**src/rtl/debug_mem_pkg.sv**
```systemverilog
// Shared types and constants for the debug/CPU memory arbiter.
package debug_mem_pkg;

  localparam int unsigned AW_DEFAULT = 12;
  localparam int unsigned RD_LATENCY = 1;

  typedef enum logic {
    OWN_CPU = 1'b0,
    OWN_DBG = 1'b1
  } owner_t;

  typedef struct packed {
    logic        we;
    logic [31:0] addr;
    logic [31:0] wdata;
  } dbg_entry_t;

endpackage

```
**src/rtl/debug_mem_arbiter_buffer.sv**
```systemverilog
// One-entry holding register for debug strobes, with sticky drop detection.
module debug_req_buffer
  import debug_mem_pkg::*;
(
  input  logic       cpu_clk,
  input  logic       sys_rstn,
  input  logic       strobe,
  input  dbg_entry_t din,
  input  logic       issue,
  input  logic       clr,
  output logic       pend_valid,
  output dbg_entry_t entry,
  output logic       overflow
);

  logic       pend_valid_q, pend_valid_d;
  logic       overflow_q, overflow_d;
  dbg_entry_t entry_q, entry_d;
  logic       accept;

  always_comb begin
    // A slot frees up in the same cycle the held entry issues.
    accept       = strobe & (~pend_valid_q | issue);
    pend_valid_d = pend_valid_q;
    entry_d      = entry_q;
    overflow_d   = overflow_q;
    if (accept) begin
      pend_valid_d = 1'b1;
      entry_d      = din;
    end else if (issue) begin
      pend_valid_d = 1'b0;
    end
    if (strobe & ~accept) begin
      overflow_d = 1'b1;
    end else if (clr) begin
      overflow_d = 1'b0;
    end
  end

  always_ff @(posedge cpu_clk or negedge sys_rstn) begin
    if (!sys_rstn) begin
      pend_valid_q <= 1'b0;
      overflow_q   <= 1'b0;
      entry_q      <= '0;
    end else begin
      pend_valid_q <= pend_valid_d;
      overflow_q   <= overflow_d;
      entry_q      <= entry_d;
    end
  end

  assign pend_valid = pend_valid_q;
  assign entry      = entry_q;
  assign overflow   = overflow_q;

endmodule

```
**src/rtl/debug_mem_arbiter.sv**
```systemverilog
// Round-robin sharing of one single-port memory between CPU and debug accesses.
module debug_mem_arbiter
  import debug_mem_pkg::*;
#(
  parameter int unsigned AW = AW_DEFAULT
) (
  input  logic          cpu_clk,
  input  logic          sys_rstn,
  input  logic          dbg_ce,
  input  logic          dbg_we,
  input  logic [31:0]   dbg_addr,
  input  logic [31:0]   dbg_wdata,
  output logic [31:0]   dbg_rdata,
  output logic          dbg_rdata_ready,
  output logic          dbg_overflow,
  input  logic          dbg_ovf_clr,
  output logic          dbg_busy,
  input  logic          cpu_halted,
  input  logic          cpu_req,
  input  logic          cpu_we,
  input  logic [31:0]   cpu_addr,
  input  logic [31:0]   cpu_wdata,
  output logic          cpu_gnt,
  output logic [31:0]   cpu_rdata,
  output logic          cpu_rvalid,
  output logic          mem_ce,
  output logic          mem_we,
  output logic [AW-1:0] mem_addr,
  output logic [31:0]   mem_wdata,
  input  logic [31:0]   mem_rdata
);

  dbg_entry_t din, pend_entry;
  logic       pend_valid;
  logic       cpu_elig, dbg_win, cpu_win, dbg_in_range, dbg_live;
  owner_t     last_owner_q, last_owner_d;
  owner_t     rd_tag_q, rd_tag_d;
  logic       rd_valid_q, rd_valid_d;
  logic       rd_oor_q, rd_oor_d;
  logic [AW-1:0] addr_q;
  logic [31:0]   wdata_q;
  logic          unused_addr_bits;

  assign din = '{we: dbg_we, addr: dbg_addr, wdata: dbg_wdata};

  debug_req_buffer u_buf (
    .cpu_clk    (cpu_clk),
    .sys_rstn   (sys_rstn),
    .strobe     (dbg_ce),
    .din        (din),
    .issue      (dbg_win),
    .clr        (dbg_ovf_clr),
    .pend_valid (pend_valid),
    .entry      (pend_entry),
    .overflow   (dbg_overflow)
  );

  assign cpu_elig         = cpu_req & ~cpu_halted;
  assign dbg_in_range     = (pend_entry.addr >> (AW + 2)) == '0;
  assign unused_addr_bits = ^{cpu_addr[31:AW+2], cpu_addr[1:0], pend_entry.addr[1:0]};

  always_comb begin
    dbg_win      = pend_valid & (~cpu_elig | (last_owner_q == OWN_CPU));
    cpu_win      = cpu_elig & ~dbg_win;
    // Out-of-range debug accesses win a slot but never touch the macro.
    dbg_live     = dbg_win & dbg_in_range;
    mem_ce       = cpu_win | dbg_live;
    mem_we       = 1'b0;
    mem_addr     = addr_q;
    mem_wdata    = wdata_q;
    last_owner_d = last_owner_q;
    rd_valid_d   = 1'b0;
    rd_tag_d     = OWN_CPU;
    rd_oor_d     = 1'b0;
    if (cpu_win) begin
      mem_we       = cpu_we;
      mem_addr     = cpu_addr[AW+1:2];
      mem_wdata    = cpu_wdata;
      last_owner_d = OWN_CPU;
      rd_valid_d   = ~cpu_we;
    end else if (dbg_win) begin
      if (dbg_live) begin
        mem_we    = pend_entry.we;
        mem_addr  = pend_entry.addr[AW+1:2];
        mem_wdata = pend_entry.wdata;
      end
      last_owner_d = OWN_DBG;
      rd_valid_d   = ~pend_entry.we;
      rd_tag_d     = OWN_DBG;
      rd_oor_d     = ~dbg_in_range;
    end
  end

  always_ff @(posedge cpu_clk or negedge sys_rstn) begin
    if (!sys_rstn) begin
      last_owner_q <= OWN_CPU;
      rd_valid_q   <= 1'b0;
      rd_tag_q     <= OWN_CPU;
      rd_oor_q     <= 1'b0;
      addr_q       <= '0;
      wdata_q      <= '0;
    end else begin
      last_owner_q <= last_owner_d;
      rd_valid_q   <= rd_valid_d;
      rd_tag_q     <= rd_tag_d;
      rd_oor_q     <= rd_oor_d;
      if (mem_ce) begin
        addr_q  <= mem_addr;
        wdata_q <= mem_wdata;
      end
    end
  end

  assign cpu_gnt         = cpu_win;
  assign dbg_busy        = pend_valid;
  assign cpu_rvalid      = rd_valid_q & (rd_tag_q == OWN_CPU);
  assign dbg_rdata_ready = rd_valid_q & (rd_tag_q == OWN_DBG);
  assign cpu_rdata       = cpu_rvalid ? mem_rdata : '0;
  assign dbg_rdata       = (dbg_rdata_ready & ~rd_oor_q) ? mem_rdata : '0;

endmodule
```
**config.mk**
```make
export PLATFORM = sky130hd
export DESIGN_NAME = debug_mem_arbiter
export DESIGN_NICKNAME = d
export VERILOG_FILES = /design/src/rtl/debug_mem_pkg.sv /design/src/rtl/debug_mem_arbiter_buffer.sv /design/src/rtl/debug_mem_arbiter.sv
export SDC_FILE = /design/constraint.sdc
export NUM_CORES = 1
export LEC_CHECK = 0
export ABC_CLOCK_PERIOD_IN_PS = 2400
export CORE_MARGIN = 2
export CORE_UTILIZATION = 36
export CTS_CLUSTER_DIAMETER = 150
export DETAILED_ROUTE_END_ITERATION = 7
export PLACE_DENSITY = 0.74
export SYNTH_ARGS = -nofsm -noshare
export SYNTH_HDL_FRONTEND = slang
export SYNTH_SLANG_ARGS = --single-unit
```
**constraint.sdc**
```tcl
create_clock -name cpu_clk -period 2.4 [get_ports cpu_clk]
set_input_delay 0.48 -clock cpu_clk [delete_from_list [all_inputs] [get_ports cpu_clk]]
set_output_delay 0.48 -clock cpu_clk [all_outputs]
set_load 0.02 [all_outputs]
```
==> impl_metrics.py <==
metrics = {
    "placement": {
        "dpl_cell_area_sq_um": 8730,
        "place.gp.congestion": 0.894,
        "hpwl_um": 12400,
        "dp.cells": 909,
        "io_buffer_count": 260,
        "place_ws_ns": -0.841,
    },
    "logic_synthesis": {
        "synth_mux_area_frac": 0.130,
        "synthTopCellsByArea": "dfrtp_1, a221o_1, mux2_2",
        "ys_ff_latch": 113,
        "synth_compound_area_frac": 0.168,
        "yosys.area_share.xor_xnor": 0,
        "synth_top_family_by_area": "compound AO/OA/AOI/OAI gates",
        "syn_area_per_cell_sq_um": 12.5,
        "synth_edf_count": 0,
        "synthCells": 439,
        "synth.top_cell.area_share": 0.516,
        "syn_nets": 607,
        "yosys.area_share.simple": 0.151,
        "ys.flop_type": "dfrtp_1",
        "syn_area_sq_um": 5480,
        "yosysTopAreaCell": "dfrtp_1",
        "synthAdderAreaFrac": 0,
        "ys_types": 23,
        "ys_seq_area_frac": 0.516,
        "async_reset_ff_frac": 1.00,
        "yosys_warnings": 0,
    },
    "critical_path": {
        "crit_arrival_ns": 2.55,
        "start_kind": "flip-flop",
        "critPathMaxFanout": 38,
        "r2r-start": "u_buf.entry[50]",
        "path_cells": "or4_4 -> nor4_4 -> buf_4 -> a21oi_4 -> buf_12 -> a221o_1 -> buf_2",
        "cp_num_buf_inv": 3,
        "critPathTopFamily": "simple AND/OR/NAND/NOR gates",
        "slowest_delay_ns": 0.55,
        "startpoint": "u_buf.entry[50]",
        "cp.required_ns": 1.92,
        "slowest_stage": "or4_4",
        "path_class": "flip-flop to primary output",
        "crit_path_end_kind": "primary output",
    },
    "routing": {
        "first_iter_violations": 272,
        "viasPerCell": 5.31,
        "detail_route.wirelength_um": 18200,
        "firstDrtPassIters": 4,
        "routedWlPerCell_um": 19.1,
        "route.detailed.drc": 0,
        "num_vias": 5073,
        "final_antenna_net_count": 0,
    },
    "clock_network": {
        "cts_tree": "yes",
        "cts_made_buffers": 17,
        "path_clk_slew_ns": 0.05,
        "cts_buffer_depth": 2,
        "insertion_delay_ns": 0.40,
        "cts_root_buf": "clkbuf_16",
        "cts_sinks": 113,
        "htreeDepth": 4,
    },
    "finish": {
        "final_common_cell": "clkdlybuf4s50_1",
        "finish.instance_area_sq_um": 9410,
        "layout-drive-gt1-share": 0.293,
        "n_antenna_cell": 0,
        "final_cell_mix": "clkdlybuf4s50_1, dfrtp_1, and2_1",
        "final_cells": 955,
        "final_util": 0.626,
        "area_growth_pct": 71.8,
        "nNetsFinal": 922,
    },
    "floorplan": {
        "io_pins": 283,
        "row_count": 45,
        "core_area_sq_um": 15000,
        "die_area_sq_um": 16200,
        "start_util": 0.364,
        "die_x_um": 127,
        "die_h_um": 127,
    },
    "timing": {
        "rsz0062_at_grt": "true",
        "worstMarginPinSlew_ns": 0.621,
        "finalSetupViolations": 46,
        "drv_slew": 0,
        "maxSlewHeadroom": 0.586,
        "fin_crit_sh": 1.26,
        "max_clock_freq_mhz": 330,
        "fin_crit_ns": 3.03,
        "finClkSkew_ns": 0.00612,
        "hold_viol": 0,
        "finalWorstSetupSlack_ns": -0.627,
    },
    "flow_run": {
        "drv_cap": 0,
    },
    "power": {
        "leakage_nw": 4.80,
        "ir_drop_uv": 377,
        "power_density_nw_per_um2": 680,
    },
    "global_routing": {
        "grt_max_degree": 114,
        "gr-total-overflow": 0,
        "grt_pass1_wl_um": 28000,
        "antenna_found_initial": 0,
        "grt_pass1_vias": 5317,
        "gr-usage-all-layers": 0.222,
    },
    "run_status": {
        "status": "finished with violations",
        "violations": "negative setup slack",
    },
    "min_path": {
        "min_path_type": "input pin to asynchronous set/reset pin",
    },
}
==> cells in the mapped netlist, types with 2 or more instances <==
master    instances
mux2_2           63
a221o_1          88
clkbuf_1         24
buf_6             4
or4_1             3
dfrtp_1         113
nand2b_1          2
and2_1          109
buf_2             8
nor2_1            3
and3b_1           2
a21oi_1           2
nor2b_1           2
nand2_1           4
inv_1             4
==> final timing paths <==
| kind | end | slack (ns) | cells after the start |
|---|---|---|---|
| setup / recovery | mem_wdata[25] | -0.63 | 7 |
| hold / removal | u_buf.entry[63] | 0.14 | 2 |
| setup reg to reg | wdata_q[16] | 0.19 | 7 |
| hold reg to reg | rd_valid_q | 0.50 | 1 |
| max in group asynchronous | wdata_q[30] | 1.79 | 2 |
| min in group cpu_clk | rd_valid_q | 0.50 | 1 |
==> power by group <==
group	total (W)	leakage, nW	switching, W	internal (W)
sequential	0.00238	1.36	0.000192	0.00219
combinational	0.00154	3.16	0.000683	0.000858
clock	0.00247	0.288	0.000846	0.00163
total	0.00640	4.80	0.00172	0.00468
==> through the flow <==
step                      hold WS (ns)  setup TNS [ns]  power (W)
final                            0.141          -27.01    0.00640
after global routing             0.167          -30.75    0.00668
after CTS                        0.175          -28.74    0.00645
after detailed placement         0.489          -37.26    0.00406
after global placement           0.480          -36.74    0.00401
after floorplan                  0.184          -0.721    0.00318
==> per-layer routing <==
metal  vias up  global-route usage  routed length, um
met1      2535               0.254               6990
met4         0              0.0685                386
met3        29              0.0666               1320
met2       214               0.399               9500
met5         -                   0                  0
li1       2295                   -                  -
==> state kept, by name, indices dropped and copies added, names as in the netlist <==
name / flops
rd_valid_q: 1
u_buf.overflow: 1
u_buf.entry: 63
u_buf.pend_valid: 1
addr_q: 12
rd_tag_q: 1
wdata_q: 32
last_owner_q: 1
rd_oor_q: 1
==> repair_timing <==
action / 4_1_cts / 5_1_grt
buffers inserted: 8 / 1
pin swaps: 4 / 3
hold buffers: 0 / 0
setup endpoints to repair: 86 / 79
endpoints found under the hold margin: 0 / 0
cloned: 4 / 1
gates resized for setup: 232 / 45
==> cell families after synthesis <==
group           Yosys count
compound gates           94
simple gates            129
flops                   113
buf+inv                  40
mux                      63
==> area by class of cell <==
cell class / instances / area, sq um
clock inverter: 10 / 108
tap: 188 / 235
clock buffer: 22 / 484
inverter: 4 / 15.0
multi-input combinational: 286 / 2500
fill: 1202 / 5630
sequential: 113 / 2830
timing repair buffer: 332 / 3240
(Power assumes the default switching activity.)
